$ cat config.mk
export PLATFORM = sky130hd
export DESIGN_NAME = cnn_ofm_reader
export DESIGN_NICKNAME = d
export VERILOG_FILES = /design/src/rtl/cnn_pkg.sv /design/src/rtl/cnn_skid_fifo.sv /design/src/rtl/cnn_ofm_reader.sv
export SDC_FILE = /design/constraint.sdc
export NUM_CORES = 1
export LEC_CHECK = 0
export ABC_AREA = 1
export CAP_MARGIN = 20
export CORE_MARGIN = 8
export CORE_UTILIZATION = 46
export DETAILED_ROUTE_END_ITERATION = 10
export PLACE_DENSITY = 0.84
export RECOVER_POWER = 100
export SETUP_SLACK_MARGIN = 0.05
export SLEW_MARGIN = 15
export SYNTH_ARGS = -nofsm -noshare
export SYNTH_HDL_FRONTEND = slang
export SYNTH_SLANG_ARGS = --single-unit
$ cat constraint.sdc
create_clock -name clk_i -period 3.15 [get_ports clk_i]
set_input_delay 0.945 -clock clk_i [delete_from_list [all_inputs] [get_ports clk_i]]
set_output_delay 0.945 -clock clk_i [all_outputs]
set_load 0.05 [all_outputs]
$ cat src/rtl/cnn_pkg.sv
// Shared types and sizing helpers for the cnn feature-map datapath blocks.
// Sizing functions are evaluated at elaboration time from module parameters.
package cnn_pkg;

    typedef logic [31:0] fp32_t;

    typedef enum logic [1:0] {
        IDLE  = 2'd0,
        READ  = 2'd1,
        DRAIN = 2'd2,
        DONE  = 2'd3
    } ofm_rd_state_e;

    function automatic int total_words(input int m, input int r, input int c);
        return m * r * c;
    endfunction

    // Widths are clamped to 1 so degenerate sizes still yield legal vectors.
    function automatic int addr_width(input int m, input int r, input int c);
        return (m * r * c > 1) ? $clog2(m * r * c) : 1;
    endfunction

    function automatic int map_width(input int m);
        return (m > 1) ? $clog2(m) : 1;
    endfunction

endpackage

$ cat src/rtl/cnn_skid_fifo.sv
// Two-entry FIFO with push/pop in the same cycle and full/empty/count status.
// Head word is presented combinationally from storage and holds until popped.
module cnn_skid_fifo #(
    parameter int WIDTH_p = 32,
    parameter int DEPTH_p = 2
) (
    input  logic               clk_i,
    input  logic               reset_i,
    input  logic               push_i,
    input  logic [WIDTH_p-1:0] data_i,
    input  logic               pop_i,
    output logic [WIDTH_p-1:0] data_o,
    output logic               full_o,
    output logic               empty_o,
    output logic [1:0]         count_o
);

    logic [WIDTH_p-1:0] mem [2];
    logic               wr_ptr;
    logic               rd_ptr;
    logic               do_push;
    logic               do_pop;

    assign empty_o = (count_o == 2'd0);
    assign full_o  = (count_o == 2'(DEPTH_p));
    assign do_pop  = pop_i && !empty_o;
    assign do_push = push_i && (!full_o || do_pop);
    assign data_o  = mem[rd_ptr];

    always_ff @(posedge clk_i) begin
        if (!reset_i) begin
            wr_ptr  <= 1'b0;
            rd_ptr  <= 1'b0;
            count_o <= 2'd0;
        end else begin
            if (do_push) wr_ptr <= ~wr_ptr;
            if (do_pop)  rd_ptr <= ~rd_ptr;
            case ({do_push, do_pop})
                2'b10:   count_o <= count_o + 2'd1;
                2'b01:   count_o <= count_o - 2'd1;
                default: count_o <= count_o;
            endcase
        end
    end

    // NOTE: storage has no reset; contents are meaningless until count_o says otherwise.
    always_ff @(posedge clk_i) begin
        if (do_push) mem[wr_ptr] <= data_i;
    end

    a_no_overflow: assert property (@(posedge clk_i) disable iff (!reset_i)
        push_i |-> (!full_o || pop_i));

endmodule

$ cat src/rtl/cnn_ofm_reader.sv
// Streams a finished output feature-map buffer out in map-major raster order.
// Reads are credit-limited so every returning word is guaranteed a FIFO slot.
module cnn_ofm_reader
    import cnn_pkg::*;
#(
    parameter  int M_p          = 4,
    parameter  int R_p          = 16,
    parameter  int C_p          = 16,
    parameter  int W_p          = 32,
    parameter  int FIFO_DEPTH_p = 2,
    localparam int AW           = addr_width(M_p, R_p, C_p),
    localparam int MW           = map_width(M_p)
) (
    input  logic           clk_i,
    input  logic           reset_i,
    input  logic           start_i,
    output logic           rd_en_o,
    output logic [AW-1:0]  rd_addr_o,
    input  logic [W_p-1:0] rd_data_i,
    output logic [W_p-1:0] data_o,
    output logic [MW-1:0]  map_o,
    output logic           last_o,
    output logic           valid_o,
    input  logic           ready_i,
    output logic           busy_o,
    output logic           done_o
);

    localparam int            TOTAL     = total_words(M_p, R_p, C_p);
    localparam int            PIX       = R_p * C_p;
    localparam int            PW        = (PIX > 1) ? $clog2(PIX) : 1;
    localparam int            PAY_W     = W_p + MW + 1;
    localparam logic [AW-1:0] LAST_ADDR = AW'(TOTAL - 1);
    localparam logic [PW-1:0] LAST_PIX  = PW'(PIX - 1);

    ofm_rd_state_e state;
    ofm_rd_state_e state_next;

    logic [AW-1:0]    addr;
    logic [MW-1:0]    map_cnt;
    logic [PW-1:0]    pix_cnt;
    logic             inflight;
    logic [MW-1:0]    pend_map;
    logic             pend_last;
    logic             pop;
    logic             at_last;
    logic [2:0]       credit;
    logic             fifo_full;
    logic             fifo_empty;
    logic [1:0]       fifo_count;
    logic [PAY_W-1:0] head;

    assign pop     = valid_o & ready_i;
    assign at_last = (addr == LAST_ADDR);
    assign credit  = {1'b0, fifo_count} + {2'b00, inflight};

    // NOTE: every output of this block gets a default first so no latch is inferred.
    always_comb begin
        state_next = state;
        rd_en_o    = 1'b0;
        case (state)
            IDLE: begin
                if (start_i) state_next = READ;
            end
            READ: begin
                // Words buffered or returning, minus the one leaving now, must stay below depth.
                rd_en_o = (credit < 3'(FIFO_DEPTH_p) + {2'b00, pop});
                if (rd_en_o && at_last) state_next = DRAIN;
            end
            DRAIN: begin
                // Finish as the last word leaves so done_o follows it by exactly one cycle.
                if (!inflight && (fifo_count == {1'b0, pop})) state_next = DONE;
            end
            DONE: begin
                state_next = IDLE;
            end
            default: state_next = IDLE;
        endcase
    end

    always_ff @(posedge clk_i) begin
        if (!reset_i) state <= IDLE;
        else          state <= state_next;
    end

    // Address stops at the final word rather than wrapping; it clears on the way to IDLE.
    always_ff @(posedge clk_i) begin
        if (!reset_i || state == DONE) begin
            addr    <= '0;
            map_cnt <= '0;
            pix_cnt <= '0;
        end else if (rd_en_o && !at_last) begin
            addr <= addr + 1'b1;
            if (pix_cnt == LAST_PIX) begin
                pix_cnt <= '0;
                map_cnt <= map_cnt + 1'b1;
            end else begin
                pix_cnt <= pix_cnt + 1'b1;
            end
        end
    end

    // Side information travels with the read so it lines up with returning data.
    always_ff @(posedge clk_i) begin
        if (!reset_i) begin
            inflight  <= 1'b0;
            pend_map  <= '0;
            pend_last <= 1'b0;
        end else begin
            inflight <= rd_en_o;
            if (rd_en_o) begin
                pend_map  <= map_cnt;
                pend_last <= at_last;
            end
        end
    end

    cnn_skid_fifo #(
        .WIDTH_p (PAY_W),
        .DEPTH_p (FIFO_DEPTH_p)
    ) u_fifo (
        .clk_i   (clk_i),
        .reset_i (reset_i),
        .push_i  (inflight),
        .data_i  ({pend_last, pend_map, rd_data_i}),
        .pop_i   (pop),
        .data_o  (head),
        .full_o  (fifo_full),
        .empty_o (fifo_empty),
        .count_o (fifo_count)
    );

    assign rd_addr_o                 = addr;
    assign valid_o                   = !fifo_empty;
    assign {last_o, map_o, data_o}   = valid_o ? head : '0;
    assign busy_o                    = (state != IDLE);
    assign done_o                    = (state == DONE);

    a_slot_for_return: assert property (@(posedge clk_i) disable iff (!reset_i)
        inflight |-> (!fifo_full || pop));

endmodule

==> impl_metrics.toml, run 1 <==
[logic_synthesis]
synth.net_count = 459
yosysWarnings = 0
synth-seq-cells = 101
synth_area_mm2 = 0.004309
synth_seq_area_share_pct = 63.18
yosysUniqueCellTypes = 32
syn_area_per_cell_um2 = 10.43
syn_inst = 413

[place]
port_buffers = 84
placed_cells = 601
place_hpwl_um = 6352
place_congestion = 0.7797
dp_slack_ns = 0.1662

[floorplanning]
core_mm2 = 0.009153
initial_core_util_pct = 47.08
io-pin-count = 85
rows = 35
die_area_mm2 = 0.01272
die_y_um = 112.8
fp.dieW_um = 112.8

[critical_path]
cpLargestDelayFamily = "buffers and inverters"
crit_slowest_cell = "clkdlybuf4s50_1"
r2r_cells = 10
r2r-start = "u_fifo.count_o[0]"
cp_common_cell = "nand3_4"
path_cells = "clkdlybuf4s50_1 > nand3_4 > nand2_1 > nand3_4 > inv_1 > buf_12"
worstSetupPathType = "in2out"
reg2reg_to = "u_fifo.count_o[1]"
endpoint_kind = "primary output"
critical_path_depth = 6
critical_path.max_fanout = 4
critical_path_arrival_ns = 2.07
crit_path_start_kind = "input pin"
worstPathRequired_ns = 2.20
cp-startpoint = "ready_i"
crit_end = "rd_en_o"
r2r_slack_ns = 1.07
worst-path-buf-inv = 3
max_stage_delay_ns = 0.54

[routing]
drc = 0
drt_iter0_markers = 186
routedWlPerCell_um = 14.67
ant_nets = 0
vias_per_cell = 5.005
drt_first_pass_iters = 6
routed_wl_um = 9066
dr_total_vias = 3093

[clock_network]
clk_latency_ns = 0.35
clk_pin_slew_worst_paths_ns = 0.08
h-tree-depth = 3
cts_buffers = 9
root_buffer = "clkbuf_8"
ctsHoldBuffers = 0
cts_tree = "built"
clkSinkCount = 101
postCtsSetupBuffers = 0
cts.path.max_buffers = 2

[sta]
max-slew-margin-rel_pct = 39.91
final.setup.tns_ns = 0
slew_viol_final = 0
finalCritPeriodShare_pct = 95.81
finalCriticalPeriod_ns = 3.018
skew_ns = 0.007286
fmax_mhz = 331.4
rsz0062_at_grt = "no"
setup_slack_ns = 0.1321
final_hold_viol_count = 0
finalSetupViolCount = 0
tightest_slew_ns = 0.9013

[layout]
nNetsFinal = 547
instances_no_fill = 618
areaGrowthSynthToFinish_pct = 23.03
drive_above_1_share_pct = 15.61

[power_and_ir_drop]
p_total_mw = 4.177
powerDensity_mw_per_mm2 = 787.9
p_leak_nw = 2.074
ir_drop_mv = 0.4308

[global_route]
grt_pass1_wl_um = 14900
gr-usage-all-layers_pct = 14.65
grt_pass1_vias = 3081
antenna_found_initial = 2
grt_max_degree = 37
globalRoute.totalOverflow = 0

[flow_run]
cap_viol_max_count = 0

[min_path]
min_path_type = "reg2reg"

[outcome]
status = "finished, final reports clean"
## sequential cells by signal, indices dropped and copies added, names as in the netlist, named ones only
| register | flops |
|---|---|
| u_fifo.mem | 70 |
| inflight | 1 |
| u_fifo.rd_ptr | 1 |
| pix_cnt | 8 |
| map_cnt | 2 |
| pend_last | 1 |
| rd_addr_o | 10 |
| state | 2 |
| u_fifo.count_o | 2 |
| u_fifo.wr_ptr | 1 |
| pend_map | 2 |
## worst min-delay path by stage
stage	depth (start not counted)	startpoint	endpoint	slack (ns)
after floorplan	0	pend_last	u_fifo.mem[0][34]	0.42
after global placement	1	u_fifo.rd_ptr	u_fifo.rd_ptr	0.44
after detailed placement	1	u_fifo.rd_ptr	flip-flop	0.44
after CTS	1	u_fifo.rd_ptr	flip-flop	0.46
after global routing	0	pend_map[0]	u_fifo.mem[1][32]	0.49
final	1	u_fifo.rd_ptr	flip-flop	0.46
## cells in the mapped netlist (all sizes together)
cell / number / area (µm²)
a21oi: 64 / 350.3
buf: 5 / 47.54
clkbuf: 9 / 33.78
clkinv: 3 / 12.51
dfxtp: 31 / 620.6
edfxtp: 70 / 2102
ha: 10 / 125.1
inv: 21 / 81.33
nand2: 125 / 491.7
nand3: 16 / 115.1
nand3b: 1 / 11.26
nand4: 1 / 6.260
nor2: 33 / 145.1
nor3: 2 / 10.01
nor3b: 1 / 7.510
o21ai: 9 / 45.04
o21bai: 1 / 7.510
xnor2: 3 / 26.28
xor2: 8 / 70.07
## cells in the final DEF (no fill, tap or decap), types with 2 or more instances in the layout
master	instances
a21oi_1	58
a21oi_2	6
buf_4	3
bufinv_16	2
clkbuf_1	4
clkbuf_2	37
clkbuf_8	9
clkdlybuf4s50_1	3
clkinv_1	2
dfxtp_1	31
dlygate4sd3_1	45
edfxtp_1	70
ha_1	10
inv_1	18
inv_2	2
inv_6	2
nand2_1	121
nand2_2	3
nand3_1	12
nand3_2	2
nand3_4	2
nor2_1	28
nor2_2	2
nor2_4	2
nor3_1	2
o21ai_0	8
xnor2_1	3
xor2_1	8
## through the flow
stage                     utilization [%]  cell area, µm²  hold slack [ns]
final                               57.92            5301           0.4607
after global routing                57.92            5301           0.4931
after global placement              56.92            5210           0.4398
after detailed placement            56.92            5210           0.4407
after floorplan                         -            4309           0.4203
after CTS                           59.25            5423           0.4553
## layer usage
layer	vias to the layer above	global-route usage [%]	share of wire [%]
met3	13	6.017	8.8
li1	1568	-	-
met5	-	0	0.088
met2	94	24.38	48
met1	1416	17.06	42
met4	2	3.957	1.2
## cell families (layout without fill, tap and decap cells)
family          Yosys count  in the layout  share of synthesized area (%)
xor+xnor                 11             11                          2.236
compound gates           74             74                          9.350
flops                   101            101                          63.18
simple gates            179            179                          18.26
fa+ha+maj                10             10                          2.904
buf+inv                  38            131                          4.065
other cells               0              1                              0
## where the power goes
group          leakage (nW)  total (mW)  switching [mW]  internal, mW
logic                  1.08        1.63            1.25         0.390
clock network         0.106       0.865           0.414         0.451
registers             0.891        1.68          0.0855          1.59
total                  2.07        4.18            1.74          2.43
## timing repair
item,4_1_cts,5_1_grt
gates resized for setup,0,1
endpoints found under the setup margin,0,35
hold endpoints to repair,0,0
## layout make-up
cell class / instances / area [µm²]
clock inverter: 5 / 81.33
multi-input combinational: 274 / 1411
tap: 111 / 138.9
sequential: 101 / 2723
clock buffer: 11 / 131.4
antenna: 1 / 2.502
inverter: 24 / 97.59
fill: 759 / 3851
timing repair buffer: 91 / 715.7
Power figures use the tool's default switching activity.
==> run 2, diff against run 1 <==
Settings changed: PLACE_DENSITY 0.84 to not set, PLACE_DENSITY_LB_ADDON set to 0.05.
==> impl_metrics.toml, run 2 (synthesis results as in run 1) <==
[clock_network]
ctsHoldBuffers = 0
clk_latency_ns = 0.35
clkSinkCount = 101
cts_buffers = 9
cts_tree = "built"
postCtsSetupBuffers = 0
cts.path.max_buffers = 2
clk_pin_slew_worst_paths_ns = 0.09
root_buffer = "clkbuf_8"
cts_resized = 0
h-tree-depth = 3

[global_route]
gr-usage-all-layers_pct = 14.30
grt_pass1_wl_um = 14610
globalRoute.totalOverflow = 0
antenna_found_initial = 0
grt_pass1_vias = 2896
grt_max_degree = 36

[critical_path]
worstSetupPathType = "in2out"
critical_path_arrival_ns = 2.06
max_stage_delay_ns = 0.55
crit_slowest_cell = "clkdlybuf4s50_1"
endpoint_kind = "primary output"
path_cells = "clkdlybuf4s50_1 > nand3_4 > nand2_4 > nand3_1 > inv_1 > buf_12"
crit_path_start_kind = "input pin"
critical_path.max_fanout = 4
worstPathRequired_ns = 2.20

[routing]
vias_per_cell = 4.908
routed_wl_um = 9032
dr_total_vias = 3038
drt_iter0_markers = 125
drt_first_pass_iters = 4
drc = 0
ant_nets = 0
routedWlPerCell_um = 14.59

[layout]
final_common_cell = "nand2_1"
areaGrowthSynthToFinish_pct = 22.91
drive_above_1_share_pct = 15.35
n_antenna_cell = 0
layout_common_cells = "nand2_1, edfxtp_1, a21oi_1"
largest-register = "u_fifo.mem"
fin_util_pct = 57.87
nNetsFinal = 549
largest_reg_flops = 70

[floorplanning]
die_area_mm2 = 0.01272
rows = 35
initial_core_util_pct = 47.08
core_mm2 = 0.009153
die_y_um = 112.8
io-pin-count = 85
fp.dieW_um = 112.8

[sta]
skew_ns = 0.01160
rsz0062_at_grt = "no"
finalCritPeriodShare_pct = 95.50
slew_viol_final = 0
final.setup.tns_ns = 0
finalSetupViolCount = 0
setup_slack_ns = 0.1416
fmax_mhz = 332.4
tightest_slew_ns = 0.9529
max-slew-margin-rel_pct = 36.48
finalCriticalPeriod_ns = 3.008
final_hold_viol_count = 0

[place]
dp_slack_ns = 0.1481
place_hpwl_um = 6205
place_congestion = 0.7793
port_buffers = 84

[power_and_ir_drop]
switching_share_pct = 42.46
clkPwrFrac_pct = 20.2
p_sw_mw = 1.756
p_leak_nw = 2.068
ir_drop_mv = 0.3877
p_int_mw = 2.380
power.share.combinational_pct = 39.5
seq_power_share_pct = 40.3
powerDensity_mw_per_mm2 = 780.9

[flow_run]
cap_viol_max_count = 0

[min_path]
min_path_type = "reg2reg"

[outcome]
status = "finished, final reports clean"
[run 2: cell count changes in the layout (fill, tap and decap cells not counted), sizes merged]
cell	change
buf	+3
clkbuf	-2
clkinv	+2
bufinv	-1
diode	-1
[run 2: layout make-up]
type	instances	area [µm²]
sequential	101	2723
clock inverter	6	70.07
clock buffer	10	137.6
tap	111	138.9
timing repair buffer	93	730.7
multi-input combinational	274	1403
fill	829	3856
inverter	24	93.84
[run 2: power groups by stage]
stage               Sequential [mW]  Clock, mW  Combinational [mW]
CTS                            1.67      0.858                1.80
global route                   1.69      0.908                1.78
finish                         1.67      0.834                1.64
floorplan                      1.73          0                1.22
detailed placement             1.70          0                1.79
global placement               1.69          0                1.77
[run 2: critical path, delay by kind of cell]
kind	cells	cell delay, ns
buffers and inverters	3	0.87
AND/OR/NAND/NOR	3	0.24
[run 2: layer usage]
layer	share of wire [%]	global-route usage, %
met4	1.2	5.396
met5	0	0
met3	5.3	3.674
met1	44	17.23
met2	49	24.06
[run 2: worst paths after layout]
check	cells after the start	endpoint	slack [ns]	from
worst min-delay path	1	u_fifo.rd_ptr	0.47	u_fifo.rd_ptr
worst max-delay path	6	rd_en_o	0.14	ready_i
worst min register to register	1	u_fifo.rd_ptr	0.47	u_fifo.rd_ptr
worst max register to register	5	u_fifo.mem[1][21]	0.98	u_fifo.count_o[0]
[run 2: stage by stage]
step	hold WS [ns]	power [mW]	instances	area, µm²
2_1_floorplan	0.4203	2.944	413	4309
3_3_place_gp	0.4404	3.461	603	5225
3_5_place_dp	0.4472	3.487	603	5225
4_1_cts	0.4591	4.320	619	5433
5_1_grt	0.4871	4.379	619	5296
6_report	0.4652	4.136	619	5296
